<file path="src/rtl/mem_wb_stage.sv">
// MEM/WB pipeline register for the 5-stage MIPS pipeline.
// Registers the memory-stage result, extracts big-endian load data, drives
// the register-file write port and counts retired instructions.
module mem_wb_stage #(
  parameter int unsigned DATA_W = 32,
  parameter int unsigned CNT_W  = 32
) (
  input  logic              clk,
  input  logic              rst,
  input  logic              stall,
  input  logic              flush,
  input  logic              in_valid,
  input  logic              in_reg_write,
  input  logic              in_mem_to_reg,
  input  logic [2:0]        in_load_type,
  input  logic              in_jal,
  input  logic [4:0]        in_wr_addr,
  input  logic [DATA_W-1:0] in_alu_result,
  input  logic [DATA_W-1:0] in_mem_rdata,
  input  logic [DATA_W-1:0] in_link_addr,
  output logic              wr_en,
  output logic [4:0]        wr_addr,
  output logic [DATA_W-1:0] wr_data,
  output logic              jump_and_link,
  output logic [DATA_W-1:0] link_addr,
  output logic              wb_valid,
  output logic [CNT_W-1:0]  retire_count
);

  typedef enum logic [2:0] {
    LD_W  = 3'd0,
    LD_B  = 3'd1,
    LD_BU = 3'd2,
    LD_H  = 3'd3,
    LD_HU = 3'd4
  } load_type_e;

  logic              valid_q, valid_d;
  logic              reg_write_q, reg_write_d;
  logic              mem_to_reg_q, mem_to_reg_d;
  logic              jal_q, jal_d;
  load_type_e        load_type_q, load_type_d;
  logic [4:0]        wr_addr_q, wr_addr_d;
  logic [DATA_W-1:0] alu_result_q, alu_result_d;
  logic [DATA_W-1:0] mem_rdata_q, mem_rdata_d;
  logic [DATA_W-1:0] link_addr_q, link_addr_d;
  logic [CNT_W-1:0]  retire_count_q, retire_count_d;

  logic [1:0]        byte_off;
  logic [7:0]        byte_sel;
  logic [15:0]       half_sel;
  logic [DATA_W-1:0] load_data;

  // Next-state: flush beats stall; reserved load codes are folded to LW at capture.
  always_comb begin
    valid_d        = valid_q;
    reg_write_d    = reg_write_q;
    mem_to_reg_d   = mem_to_reg_q;
    jal_d          = jal_q;
    load_type_d    = load_type_q;
    wr_addr_d      = wr_addr_q;
    alu_result_d   = alu_result_q;
    mem_rdata_d    = mem_rdata_q;
    link_addr_d    = link_addr_q;
    retire_count_d = retire_count_q;

    if (valid_q && !stall) begin
      retire_count_d = retire_count_q + CNT_W'(1);
    end

    if (flush) begin
      valid_d = 1'b0;
    end else if (!stall) begin
      valid_d      = in_valid;
      reg_write_d  = in_reg_write;
      mem_to_reg_d = in_mem_to_reg;
      jal_d        = in_jal;
      wr_addr_d    = in_wr_addr;
      alu_result_d = in_alu_result;
      mem_rdata_d  = in_mem_rdata;
      link_addr_d  = in_link_addr;
      case (in_load_type)
        3'd1:    load_type_d = LD_B;
        3'd2:    load_type_d = LD_BU;
        3'd3:    load_type_d = LD_H;
        3'd4:    load_type_d = LD_HU;
        default: load_type_d = LD_W;
      endcase
    end
  end

  // Stage registers with asynchronous active-high reset.
  always_ff @(posedge clk or posedge rst) begin
    if (rst) begin
      valid_q        <= 1'b0;
      reg_write_q    <= 1'b0;
      mem_to_reg_q   <= 1'b0;
      jal_q          <= 1'b0;
      load_type_q    <= LD_W;
      wr_addr_q      <= '0;
      alu_result_q   <= '0;
      mem_rdata_q    <= '0;
      link_addr_q    <= '0;
      retire_count_q <= '0;
    end else begin
      valid_q        <= valid_d;
      reg_write_q    <= reg_write_d;
      mem_to_reg_q   <= mem_to_reg_d;
      jal_q          <= jal_d;
      load_type_q    <= load_type_d;
      wr_addr_q      <= wr_addr_d;
      alu_result_q   <= alu_result_d;
      mem_rdata_q    <= mem_rdata_d;
      link_addr_q    <= link_addr_d;
      retire_count_q <= retire_count_d;
    end
  end

  // Big-endian lane selection and sign/zero extension of load data.
  always_comb begin
    byte_off = alu_result_q[1:0];
    case (byte_off)
      2'd0:    byte_sel = mem_rdata_q[31:24];
      2'd1:    byte_sel = mem_rdata_q[23:16];
      2'd2:    byte_sel = mem_rdata_q[15:8];
      default: byte_sel = mem_rdata_q[7:0];
    endcase
    half_sel = byte_off[1] ? mem_rdata_q[15:0] : mem_rdata_q[31:16];
    case (load_type_q)
      LD_B:    load_data = {{(DATA_W-8){byte_sel[7]}}, byte_sel};
      LD_BU:   load_data = {{(DATA_W-8){1'b0}}, byte_sel};
      LD_H:    load_data = {{(DATA_W-16){half_sel[15]}}, half_sel};
      LD_HU:   load_data = {{(DATA_W-16){1'b0}}, half_sel};
      default: load_data = mem_rdata_q;
    endcase
  end

  // Writeback port, driven only from the stage registers.
  always_comb begin
    wb_valid      = valid_q;
    retire_count  = retire_count_q;
    jump_and_link = valid_q & jal_q;
    wr_en         = valid_q & (reg_write_q | jal_q);
    wr_addr       = jal_q ? 5'd31 : wr_addr_q;
    link_addr     = jump_and_link ? link_addr_q : '0;
    if (!valid_q) begin
      wr_data = '0;
    end else if (jal_q) begin
      wr_data = link_addr_q;
    end else if (!mem_to_reg_q) begin
      wr_data = alu_result_q;
    end else begin
      wr_data = load_data;
    end
  end

endmodule

</file>
<file path="config.mk">
export PLATFORM = sky130hd
export DESIGN_NAME = mem_wb_stage
export DESIGN_NICKNAME = d
export VERILOG_FILES = /design/src/rtl/mem_wb_stage.sv
export SDC_FILE = /design/constraint.sdc
export NUM_CORES = 1
export LEC_CHECK = 0
export ABC_AREA = 1
export BUFFER_PORTS_ARGS = -buffer_cell sky130_fd_sc_hd__buf_2
export CAP_MARGIN = 0
export CORE_MARGIN = 10
export CORE_UTILIZATION = 40
export CTS_BUF_LIST = sky130_fd_sc_hd__clkbuf_4 sky130_fd_sc_hd__clkbuf_8
export DETAILED_ROUTE_END_ITERATION = 16
export PLACE_DENSITY = 0.69
export SYNTH_ARGS = -nofsm -noshare
export SYNTH_HDL_FRONTEND = slang
export SYNTH_SLANG_ARGS = --single-unit
export TNS_END_PERCENT = 20
</file>
<file path="constraint.sdc">
create_clock -name clk -period 6.2 [get_ports clk]
set_input_delay 1.24 -clock clk [delete_from_list [all_inputs] [get_ports clk]]
set_output_delay 1.24 -clock clk [all_outputs]
set_load 0.01 [all_outputs]
</file>
=== Yosys cells after proc, flatten, opt, wreduce, memory -nomap -nowiden ===
Index checks and enable logic that the tools add are counted.

* Register bits: 140
* Input bits: 112

* Add/subtract/negate cells: 1
* Equal/unequal tests: 11
* Mux-type cells: 11
* Bitwise gates (word level): 5
* Reductions and logical operators: 4

{| class="wikitable"
|+ Operators with widths
! operator !! count
|-
| $mux 32 || 4
|-
| $pmux 32 s4 || 1
|-
| $add 32x1->32 const B || 1
|-
| $pmux 8 s3 || 1
|-
| $mux 16 || 1
|-
| $eq 3x2->1 const B || 4
|-
| $pmux 3 s4 || 1
|-
| $eq 3x1->1 const B || 2
|-
| $eq 3x3->1 const B || 2
|-
| $mux 5 || 1
|-
| $and 1x1->1 || 2
|-
| $eq 2x1->1 const B || 1
|-
| $eq 2x2->1 const B || 1
|-
| $logic_not 2->1 || 1
|-
| $mux 1 || 2
|-
| $ne 2x1->1 const B || 1
|-
| $not 1->1 || 2
|-
| $reduce_and 2->1 || 1
|-
| $logic_and 1x1->1 || 1
|-
| $logic_not 1->1 || 1
|-
| $or 1x1->1 || 1
|}

=== Depth between registers and ports, before layout ===
Gate-level depths: netlist of run 1.

* Depth in word-level cells: 6
* Depth in mapped cells: 12

=== Worst setup path after synthesis of run 1 ===
Ideal clock, no wire load.

* Path type: reg2out
* From: register alu_result_q[1]
* To: output wr_data[21]
* Data arrival time: 1.404 ns
* Data required time: 4.960 ns
* Path slack: 3.556 ns
* Stages on the path, launching flop included: 12
* Buffers on the path: 2
* Cells stage by stage: dfrtp_1 buf_6 nor2_4 nand2_2 nand3_2 nand3_4 nand2_4 buf_12 nand2_2 nand2_1 nand2_1 nand2_1

* Cells in the longest elaborated chain, start to end: 6
* Elaborated cells between the ends (all ways): 9
* Classes of those cells: eq/ne: 2; mux: 6; reduce/logical: 1

{| class="wikitable"
|+ RTL lines
! item !! RTL line !! RTL
|-
| start: declaration || 44 || <nowiki>logic [DATA_W-1:0] alu_result_q, alu_result_d;</nowiki>
|-
| start signal: assignment || 112 || <nowiki>alu_result_q <= alu_result_d;</nowiki>
|-
| $eq 2x2->1, or another cell as far along || 122 || <nowiki>case (byte_off)</nowiki>
|-
| $pmux 8 s3 || 122 ||
|-
| $pmux 32 s4 (*) || 129 || <nowiki>case (load_type_q)</nowiki>
|-
| $mux 32 (*) || 150 || <nowiki>end else if (!mem_to_reg_q) begin</nowiki>
|-
| $mux 32 (*) || 148 || <nowiki>end else if (jal_q) begin</nowiki>
|-
| $mux 32 (*) || 146 || <nowiki>if (!valid_q) begin</nowiki>
|-
| end: declaration || 23 || <nowiki>output logic [DATA_W-1:0] wr_data,</nowiki>
|}

Every way passes the cells marked *; elsewhere a longest branch is shown, timed or not.

=== Final worst setup path of run 1 ===
* From: register jal_q
* To: output wr_data[11]

* Cells in the longest elaborated chain, start to end: 2

{| class="wikitable"
|+ RTL lines
! item !! RTL line !! RTL
|-
| start: declaration || 41 || <nowiki>logic jal_q, jal_d;</nowiki>
|-
| start signal: assignment || 109 || <nowiki>jal_q <= jal_d;</nowiki>
|-
| $mux 32 || 148 ||
|-
| $mux 32 || 146 ||
|}

Every way passes these cells.

==> impl_metrics.csv, run 1 <==
group,metric,value,unit
floorplanning,io_pins,216,
layout,multi_input_area,0.003313,mm2
floorplanning,dieArea,0.02504,mm2
logic_synthesis,syn_nets,1162,
floorplanning,row_count,50,
routing,drc_errors,0,
clock_tree,cts_tree,"yes",
global_routing,grt_max_degree,207,
layout,seq_area,0.003503,mm2
critical_path,arrival,2570,ps
layout,drive_above_1_share,23.67,%
floorplanning,die_y,158.2,um
pwr,switching_share,33.57,%
layout,stdcell_count,1493,
logic_synthesis,synth.top_cell.area_share,45.83,%
routing,dr.pass1.iters,5,
critical_path,worstPathRequired,4960,ps
sta,period_minus_slack,3807,ps
sta,max_freq,262.6,MHz
logic_synthesis,synth_top_area_cell,"dfrtp_1",
critical_path,crit_slowest_cell,"nand2_1",
critical_path,critPathLaunchType,"register",
global_routing,grt_pass1_wl,37300,um
logic_synthesis,synth_area_leaders,"dfrtp_1 (46%), nand2_1 (17%), o21ai_0 (8.1%)",
sta,rsz0062_at_grt,"false",
clock_tree,clock_latency,460,ps
placed_design,post-place-cells,1457,
logic_synthesis,synth.distinct_cells,35,
min_path,holdPathStages,1,
pwr,cellLeakagePower,5.005,nW
critical_path,path_cells,"inv_1 > nand2_1 > a21oi_1 > nand2_1 > o21ai_0 > buf_2",
routing,wire_per_inst,15.91,um
critical_path,reg2reg_slack,4410,ps
pwr,seq_power_share,43.2,%
clock_tree,cts.sinks,140,
sta,setup_tns,0,ps
placed_design,dpl_cell_area,0.008837,mm2
min_path,holdPathEnd,"retire_count[24]$_DFFE_PP0P_",
global_routing,grt_usage,19.02,%
global_routing,grt_pass1_vias,7007,
clock_tree,cts_hold_buffers,0,
sta,final-max-slew-violation-count,0,
run_status,status,"finished, final reports clean",
routing,drt-total-wl,23750,um
min_path,hold_start,"retire_count[24]$_DFFE_PP0P_",
routing,viasPerCell,4.813,
clock_tree,cts_buffers,17,
pwr,power_frac_clock,33.9,%
routing,drtIter0Drc,628,
critical_path,path_max_fanout,32,
logic_synthesis,syn_inst,1049,
layout,fin_nets,1355,
logic_synthesis,ys_warn_count,0,
pwr,combPwrFrac,22.9,%
global_routing,antenna_found_initial,3,
min_path,min_path_type,"register to register",
clock_tree,cts_buffer_depth,2,
logic_synthesis,ys_async_sr_fraction,100.0,%
logic_synthesis,synth_ff_type,"dfrtp_1",
clock_tree,post-cts-setup-buffer-count,0,
logic_synthesis,synth.avg_cell_area,7.288,um2
sta,hold_violations,0,
placed_design,place.gp.congestion,0.9172,
pwr,p_switching,0.0008402,W
global_routing,grt-ovfl-total,0,
layout,finish.instance_area,0.009294,mm2
critical_path,worstSetupPathType,"register to output pin",
placed_design,numPortBuffers,215,
critical_path,cp.buffers_inverters,2,
critical_path,cp-end-kind,"output pin",
logic_synthesis,synth_common_cells,"nand2_1 (338), inv_1 (157), dfrtp_1 (140)",
layout,num-fill-cells,1879,
logic_synthesis,ys_seq_elements,140,
critical_path,critPathMostFrequentCell,"nand2_1",
layout,post-route-util,49.52,%
placed_design,hpwl,17600,um
sta,setup_viol,0,
clock_tree,clk_pin_slew,90,ps
critical_path,r2r-end,"retire_count[26]$_DFFE_PP0P_",
clock_tree,cts_max_level,4,
floorplanning,die_w,158.2,um
logic_synthesis,synth-edff-count,0,
sta,post-route-period-util,61.41,%
clock_tree,cts_resized,0,
sta,max_slew_margin,21.58,%
critical_path,r2r_start,"retire_count[0]$_DFFE_PP0P_",
logic_synthesis,ys_seq_area_share,45.83,%
logic_synthesis,post-synth-top-count-cell,"nand2_1",
floorplanning,core_area,0.01877,mm2
critical_path,crit_path_max_incr_delay,730,ps
logic_synthesis,synthesis.area,0.007645,mm2
sta,worst_slew_pin_slew,1173,ps
pwr,p_int,0.001663,W
pwr,p_per_area,269.3,mW/mm2
floorplanning,initial_core_util,40.73,%
layout,syn2layout_area_growth,21.57,%
routing,drt.antenna.violating_nets,0,
pwr,ir_drop,131.6,uV
run,cap_viol_max_count,0,
clock_tree,cts_root_buf,"clkbuf_8",
critical_path,reg2reg_depth,7,
sta,fin_worst_skew,17.46,ps
routing,via_count,7186,
critical_path,crit_family,"simple AND/OR/NAND/NOR gates",
[layer usage]
layer	wire (um)	global-route usage, %	vias up	share of wire (%)
li1	-	-	3620	-
met3	1877	5.617	25	7.9
met5	0	0	-	0
met1	10270	24.46	3325	43
met2	11220	29.87	216	47
met4	391	6.440	0	1.6
[metrics by stage]
stage	setup slack (ps)	hold WS, ps	power [W]
floorplan	1207	503.5	0.001481
global placement	2898	504.7	0.001663
detailed placement	2896	511.8	0.001673
CTS	2373	526.6	0.002526
global route	2151	554.3	0.002662
finish	2393	519.7	0.002503
[worst register-to-register path, delay by kind of cell (launching register included)]
family | cells | cell delay [ps]
flops | 1 | 410
simple gates | 5 | 910
fa+ha+maj | 1 | 200
xor+xnor | 1 | 150
[power by group through the flow]
stage	Sequential [W]	Combinational [W]	Clock, W
finish	0.00108	0.000573	0.000848
global route	0.00110	0.000657	0.000909
CTS	0.00108	0.000577	0.000868
detailed placement	0.00110	0.000575	0
global placement	0.00110	0.000567	0
floorplan	0.00108	0.000403	0
[state kept, by name, indices dropped and copies added (netlist names)]
name and flops:
wr_addr_q 5, mem_rdata_q 32, retire_count 32, link_addr_q 32, alu_result_q 32, wb_valid 1
reg_write_q 1, mem_to_reg_q 1, jal_q 1, load_type_q 3
[cell type report]
cell class | count | area share (%)
sequential | 140 | 37.70
multi-input combinational | 704 | 35.65
timing repair buffer | 219 | 12.04
inverter | 160 | 6.556
tap | 234 | 3.150
clock buffer | 18 | 2.598
clock inverter | 14 | 2.208
antenna | 4 | 0.1077
[how the worst max path moves through the flow]
stage	startpoint	end	slack [ps]	cells after the start
after floorplan	rst	alu_result_q[0]$_DFFE_PP0P_	1210	1
after global routing	alu_result_q[1]$_DFFE_PP0P_	wr_data[16]	2150	11
after detailed placement	jal_q$_DFFE_PP0P_	wr_data[17]	2900	6
final	jal_q$_DFFE_PP0P_	wr_data[11]	2390	6
after global placement	jal_q$_DFFE_PP0P_	wr_data[17]	2900	6
after CTS	jal_q$_DFFE_PP0P_	wr_data[17]	2370	6
[cell families (layout without fill, tap and decap cells)]
group / Yosys count / in the layout / synth area share, %
AO/OA/AOI/OAI: 169 / 169 / 11.16
AND/OR/NAND/NOR: 502 / 502 / 27.99
adder cells (fa/ha/maj): 1 / 1 / 0.1636
other: 0 / 4 / 0
XOR/XNOR: 24 / 24 / 2.750
multiplexers: 8 / 8 / 1.178
buffers and inverters: 205 / 411 / 10.93
flip-flops: 140 / 140 / 45.83
[cell usage in the layout (no fill, tap or decap), types with 2 or more instances in the layout]
cell	count
nand2_1	338
inv_6	6
nor2_1	71
xnor2_1	12
bufinv_16	4
xor2_1	12
diode_2	4
nor2_4	4
o21ai_0	123
clkbuf_8	17
nand3_2	5
buf_4	3
nand4_1	8
inv_1	156
dfrtp_1	140
nand3_1	39
buf_2	215
mux2_2	8
clkinv_2	2
nand3b_1	4
clkinv_4	2
nor3_1	7
a21oi_1	43
nand2_2	15
nor2_2	4
nand2_4	3
No activity file was read; power rests on OpenSTA's default activity.
==> inputs of run 2 (changes only) <==
ABC_AREA = 0   (was 1)
PLACE_DENSITY = 0.7   (was 0.69)
clock period = 3.9 ns   (was 6.2 ns; I/O delays follow)
==> run 2 against run 1 <==
Effect of this change:
- sequential share of layout area increased by 2.2 points
- critical path depth fell by 1
- first-iteration DRC count decreased by 13%
- die area down 7.0%
- combinational power rose by 22%
- final cell count down 15%
- setup slack got worse by 2100 ps
- non-clock buffer count rose by 10
- clock power rose by 59%
- sequential power up 64%
- largest cell class unchanged
- largest power group unchanged
- highest routed layer unchanged
==> impl_metrics.csv, run 2 <==
group,metric,value,unit
pwr,p_per_area,435.2,mW/mm2
critical_path,cp-end-kind,"output pin",
sta,worst_slew_pin_slew,932.5,ps
global_routing,grt_pass1_wl,37560,um
logic_synthesis,syn_nets,946,
placed_design,hpwl,17020,um
critical_path,r2r-end,"retire_count[20]$_DFFE_PP0P_",
sta,fin_worst_skew,9.035,ps
layout,finish.instance_area,0.008772,mm2
run_status,status,"finished, final reports clean",
logic_synthesis,synth-xor-area-share,3.984,%
clock_tree,cts_buffer_depth,2,
sta,final-max-slew-violation-count,0,
logic_synthesis,synth_top_area_cell,"dfrtp_1",
clock_tree,cts_hold_buffers,0,
logic_synthesis,synth.top_cell.area_share,49.80,%
routing,via_count,6618,
sta,timing.hold.ws,468.9,ps
critical_path,critPathLaunchType,"register",
routing,viasPerCell,5.232,
logic_synthesis,syn_inst,833,
floorplanning,io_pins,216,
global_routing,grt_usage,19.82,%
logic_synthesis,synth-simple-area-share,28.89,%
routing,drt.antenna.violating_nets,0,
logic_synthesis,synth.distinct_cells,51,
logic_synthesis,synth_common_cells,"nand2_1 (318), dfrtp_1 (140), clkbuf_1 (43)",
logic_synthesis,ys_seq_elements,140,
floorplanning,die_y,152.6,um
floorplanning,initial_core_util,40.67,%
logic_synthesis,synth_ff_type,"dfrtp_1",
routing,wire_per_inst,18.54,um
pwr,cellLeakagePower,4.750,nW
critical_path,r2r_start,"wb_valid$_DFFE_PP0P_",
pwr,ir_drop,256.0,uV
logic_synthesis,synth_area_leaders,"dfrtp_1 (50%), nand2_1 (17%), xnor2_1 (3.5%)",
critical_path,reg2reg_slack,1980,ps
layout,fin_nets,1138,
min_path,holdPathEnd,"link_addr_q[18]$_DFFE_PP0P_",
clock_tree,cts_root_buf,"clkbuf_8",
logic_synthesis,synth.avg_cell_area,8.444,um2
clock_tree,clock_latency,450,ps
logic_synthesis,synth_compound_area_share,10.65,%
sta,max_slew_margin,37.71,%
logic_synthesis,synth_top_family_by_area,"simple AND/OR/NAND/NOR gates",
clock_tree,cts_max_level,4,
sta,period_minus_slack,3571,ps
logic_synthesis,synth-edff-count,0,
clock_tree,cts_buffers,17,
layout,final_common_cell,"nand2_1",
floorplanning,dieArea,0.02329,mm2
critical_path,worstPathRequired,3120,ps
placed_design,dpl_cell_area,0.008310,mm2
logic_synthesis,synthesis.area,0.007034,mm2
layout,final_cell_mix,"nand2_1 (318), buf_2 (215), dfrtp_1 (140)",
floorplanning,die_w,152.6,um
global_routing,antenna_found_initial,1,
sta,post-route-period-util,91.56,%
layout,syn2layout_area_growth,24.71,%
routing,drt-total-wl,23450,um
global_routing,grt_max_degree,86,
logic_synthesis,post-synth-top-count-cell,"nand2_1",
floorplanning,row_count,48,
clock_tree,clk_pin_slew,80,ps
logic_synthesis,ys_async_sr_fraction,100.0,%
placed_design,dp_slack,833.4,ps
critical_path,arrival,2790,ps
sta,setup_viol,0,
logic_synthesis,yosys.area_share.adder,0.1779,%
routing,drc_errors,0,
critical_path,reg2reg_depth,6,
min_path,holdPathStages,2,
sta,max_freq,280.1,MHz
placed_design,place.gp.congestion,0.8561,
clock_tree,cts.sinks,140,
clock_tree,cts_tree,"yes",
clock_tree,post-cts-setup-buffer-count,0,
routing,dr.pass1.iters,6,
logic_synthesis,ys_warn_count,0,
min_path,min_path_type,"register to register",
layout,drive_above_1_share,26.88,%
logic_synthesis,synth.area.mux_share,2.775,%
placed_design,numPortBuffers,215,
critical_path,path_max_fanout,24,
global_routing,grt-ovfl-total,0,
sta,hold_violations,0,
sta,rsz0062_at_grt,"false",
sta,setup_tns,0,ps
sta,fin_ws,329.2,ps
routing,drtIter0Drc,544,
min_path,hold_start,"link_addr_q[18]$_DFFE_PP0P_",
global_routing,grt_pass1_vias,6801,
floorplanning,core_area,0.01730,mm2
clock_tree,cts_resized,0,
run,cap_viol_max_count,0,
logic_synthesis,ys_seq_area_share,49.80,%
critical_path,worstSetupPathType,"register to output pin",
-- run 2: cell types whose count changed after synthesis, moves of 15 or more --
cell      before  now
xnor2_1       12   28
mux2i_1        0   15
a21oi_1       43   25
o21ai_1        0   16
inv_1        157    7
a221oi_1       0   15
nand3_1       39   10
clkbuf_1      22   43
nand2_2       15    0
and3_1         1   37
o21ai_0      123   30
nand2_1      338  318
nor2_1        72   29
-- run 2: routing by layer --
metal  global-route usage (%)  up-vias  part of all wire [%]
met1                    25.12     3148                    42
met3                    5.052       49                   6.8
met5                        0        -                     0
met4                    7.766        0                   2.9
li1                         -     3166                     -
met2                    31.66      255                    48
-- run 2: through the flow --
stage / cells / power [W] / utilization [%]
global placement: 1231 / 0.002472 / 48.05
detailed placement: 1231 / 0.002490 / 48.05
CTS: 1263 / 0.003839 / 50.69
global route: 1264 / 0.004010 / 50.70
finish: 1265 / 0.003818 / 50.72
floorplan: 833 / 0.002186 / -
-- run 2: cell type report --
class,instances,area [um2]
inverters,8,33.78
repair buffers,229,1206
well taps,225,281.5
diodes,2,5.005
multi-input cells,629,3286
clock inverters,12,181.4
clock buffers,20,275.3
fillers,1688,8524
flip-flops and latches,140,3503
-- run 2: kinds of logic (layout without fill, tap and decap cells) --
family          after synthesis  after routing
simple gates                459            459
flops                       140            140
compound gates              119            119
buf+inv                      64            269
xor+xnor                     32             32
mux                          18             18
fa+ha+maj                     1              1
other cells                   0              2
-- run 2: report_power, final --
group          internal [W]  total (W)  leakage, nW  switching [W]
sequential          0.00161    0.00177         1.78       0.000164
combinational      0.000282   0.000697         2.74       0.000414
clock              0.000756    0.00135        0.231       0.000594
total               0.00265    0.00382         4.75        0.00117
-- run 2: critical path, cell delays in order (launching register included) --
cell,delay (ps)
dfrtp_1,620
o21ai_1,560
o21ai_0,210
a2111oi_1,680
o21bai_1,110
buf_2,160
-- run 2: worst max path at each step --
stage,startpoint,endpoint,cells past startpoint
global placement,load_type_q[1]$_DFFE_PP0P_,wr_data[15],5
detailed placement,load_type_q[0]$_DFFE_PP0P_,wr_data[15],5
floorplan,rst,alu_result_q[0]$_DFFE_PP0P_,1
global route,load_type_q[1]$_DFFE_PP0P_,wr_data[15],5
finish,load_type_q[0]$_DFFE_PP0P_,wr_data[15],5
CTS,load_type_q[0]$_DFFE_PP0P_,wr_data[15],5
==> inputs of run 3 (changes only) <==
CORE_ASPECT_RATIO = 0.7   (was unset)
SETUP_SLACK_MARGIN = 0.3   (was unset)
==> run 3 against run 2 <==
Effect of this change:
- die area is 0.36% higher
- first-iteration DRC count rose by 33%
- largest cell class unchanged
- critical path type unchanged
- non-clock buffer count up 5
- count of clock-buffer cells in the layout fell by 2
==> impl_metrics.csv, run 3 (synthesis results as in run 2) <==
group,metric,value,unit
clock_tree,cts_tree,"yes",
floorplanning,die_w,178.5,um
sta,worst_slew_pin_slew,850.6,ps
pwr,seq_power_share,47.1,%
global_routing,grt_usage,20.98,%
clock_tree,cts_buffers,17,
critical_path,crit_cells,5,
critical_path,path_cells,"or4b_1 > o211a_2 > a221oi_1 > o21bai_1 > buf_2",
routing,viasPerCell,5.268,
global_routing,grt_pass1_vias,6663,
sta,setup_tns,0,ps
layout,num-fill-cells,1687,
global_routing,grt_pass1_wl,37850,um
sta,hold_violations,0,
clock_tree,cts_root_buf,"clkbuf_8",
critical_path,crit_slowest_cell,"or4b_1",
critical_path,r2r-end,"retire_count[28]$_DFFE_PP0P_",
layout,final_common_cell,"nand2_1",
floorplanning,core_area,0.01722,mm2
critical_path,worstSetupPathType,"register to output pin",
critical_path,worstPathRequired,3120,ps
clock_tree,cts.sinks,140,
sta,post-route-period-util,90.05,%
critical_path,r2r_start,"wb_valid$_DFFE_PP0P_",
routing,drc_errors,0,
sta,rsz0062_at_grt,"true",
pwr,power,0.003764,W
critical_path,crit_family,"compound AO/OA/AOI/OAI gates",
layout,drive_above_1_share,27.52,%
clock_tree,clock_latency,460,ps
run,cap_viol_max_count,0,
critical_path,crit_path_max_incr_delay,710,ps
clock_tree,cts_buffer_depth,2,
critical_path,cp.buffers_inverters,1,
pwr,ir_drop,214.8,uV
pwr,p_per_area,427.1,mW/mm2
placed_design,hpwl,18160,um
critical_path,cp-end-kind,"output pin",
pwr,p_switching,0.001208,W
sta,fin_worst_skew,8.606,ps
floorplanning,die_y,131.0,um
layout,multi_input_area,0.003291,mm2
pwr,combPwrFrac,18.9,%
critical_path,path_max_fanout,24,
sta,max_slew_margin,43.29,%
sta,period_minus_slack,3512,ps
critical_path,reg2reg_slack,1950,ps
sta,setup_viol,0,
layout,seq_area,0.003506,mm2
min_path,min_path_type,"primary input to asynchronous set/reset pin",
pwr,p_int,0.002556,W
layout,final_cell_mix,"nand2_1 (318), buf_2 (215), dfrtp_1 (138)",
floorplanning,initial_core_util,40.86,%
run_status,status,"finished, final reports clean",
pwr,power_frac_clock,34.0,%
critical_path,endpoint,"wr_data[10]",
critical_path,reg2reg_depth,6,
critical_path,startpoint,"load_type_q[1]$_DFFE_PP0P_",
routing,dr.pass1.iters,5,
routing,drt-total-wl,24490,um
floorplanning,row_count,40,
pwr,cellLeakagePower,4.766,nW
clock_tree,clk_pin_slew,80,ps
sta,max_freq,284.8,MHz
pwr,switching_share,32.09,%
floorplanning,io_pins,216,
placed_design,place.gp.congestion,0.9811,
sta,final-max-slew-violation-count,0,
placed_design,numPortBuffers,215,
clock_tree,cts_max_level,4,
global_routing,antenna_found_initial,5,
routing,wire_per_inst,19.18,um
critical_path,critPathLaunchType,"register",
floorplanning,dieArea,0.02337,mm2
critical_path,arrival,2730,ps
routing,drt.antenna.violating_nets,0,
layout,syn2layout_area_growth,25.29,%
layout,fin_nets,1143,
global_routing,grt_max_degree,63,
global_routing,grt-ovfl-total,0,
routing,via_count,6727,
routing,drtIter0Drc,725,
==> run 3: cell count changes in the layout (fill, tap and decap cells not counted), moves of 2 or more <==
cell and delta:
clkinv_4 +5, buf_4 +4, clkbuf_8 -2, dfrtp_1 -2
dfrtp_2 +2
==> run 3: final cells by class <==
| type | instances | area share (%) |
|---|---|---|
| clock inverter | 14 | 2.073 |
| clock buffer | 18 | 2.811 |
| antenna | 3 | 0.08518 |
| sequential | 140 | 39.78 |
| multi-input combinational | 629 | 37.34 |
| timing repair buffer | 234 | 14.25 |
| inverter | 8 | 0.3833 |
| tap | 231 | 3.279 |
==> run 3: worst min-delay path by stage <==
| stage | start | end |
|---|---|---|
| 6_report | rst | retire_count[7]$_DFFE_PP0P_ |
| 3_5_place_dp | link_addr_q[22]$_DFFE_PP0P_ | link_addr_q[22]$_DFFE_PP0P_ |
| 3_3_place_gp | link_addr_q[10]$_DFFE_PP0P_ | link_addr_q[10]$_DFFE_PP0P_ |
| 5_1_grt | in_mem_rdata[28] | mem_rdata_q[28]$_DFFE_PP0P_ |
| 4_1_cts | rst | retire_count[7]$_DFFE_PP0P_ |
| 2_1_floorplan | wr_addr_q[0]$_DFFE_PP0P_ | wr_addr_q[0]$_DFFE_PP0P_ |
==> run 3: what timing repair did <==
action / 4_1_cts / 5_1_grt
resized for setup: 1 / 2
buffers inserted: 0 / 0
hold buffers: 0 / 0
setup endpoints to repair: 2 / 4
hold endpoints to repair: 0 / 0
==> run 3: power groups by stage <==
stage / Sequential, W / Combinational, W / Clock, W
global placement: 0.00179 / 0.000699 / 0
CTS: 0.00177 / 0.000711 / 0.00130
finish: 0.00177 / 0.000711 / 0.00128
detailed placement: 0.00179 / 0.000708 / 0
floorplan: 0.00173 / 0.000453 / 0
global route: 0.00179 / 0.000794 / 0.00137
==> run 3: through the flow <==
stage | util (%) | std cells | setup WS [ps] | hold WS [ps] | area, um2
finish | 51.19 | 1277 | 388.2 | 463.2 | 8813
global route | 51.16 | 1275 | 286.3 | 483.6 | 8808
CTS | 51.11 | 1274 | 337.6 | 455.6 | 8800
detailed placement | 48.60 | 1242 | 746.8 | 454.0 | 8368
global placement | 48.60 | 1242 | 834.0 | 449.5 | 8368
floorplan | - | 833 | 1371 | 437.4 | 7038
==> run 3: worst register-to-register path: stages, from the launching register on <==
cell      delay [ps]
dfrtp_1          340
buf_4            380
nand3b_1         250
nor4_1           330
buf_4            250
nand4_1          130
xnor2_1          160
==> run 3: routing by layer <==
metal	global-route usage, %	up-vias	wire (um)
met5	0	-	21
met2	30.95	300	10600
met4	5.574	4	312
met1	28.44	3226	10860
met3	7.741	23	2697
li1	-	3174	-
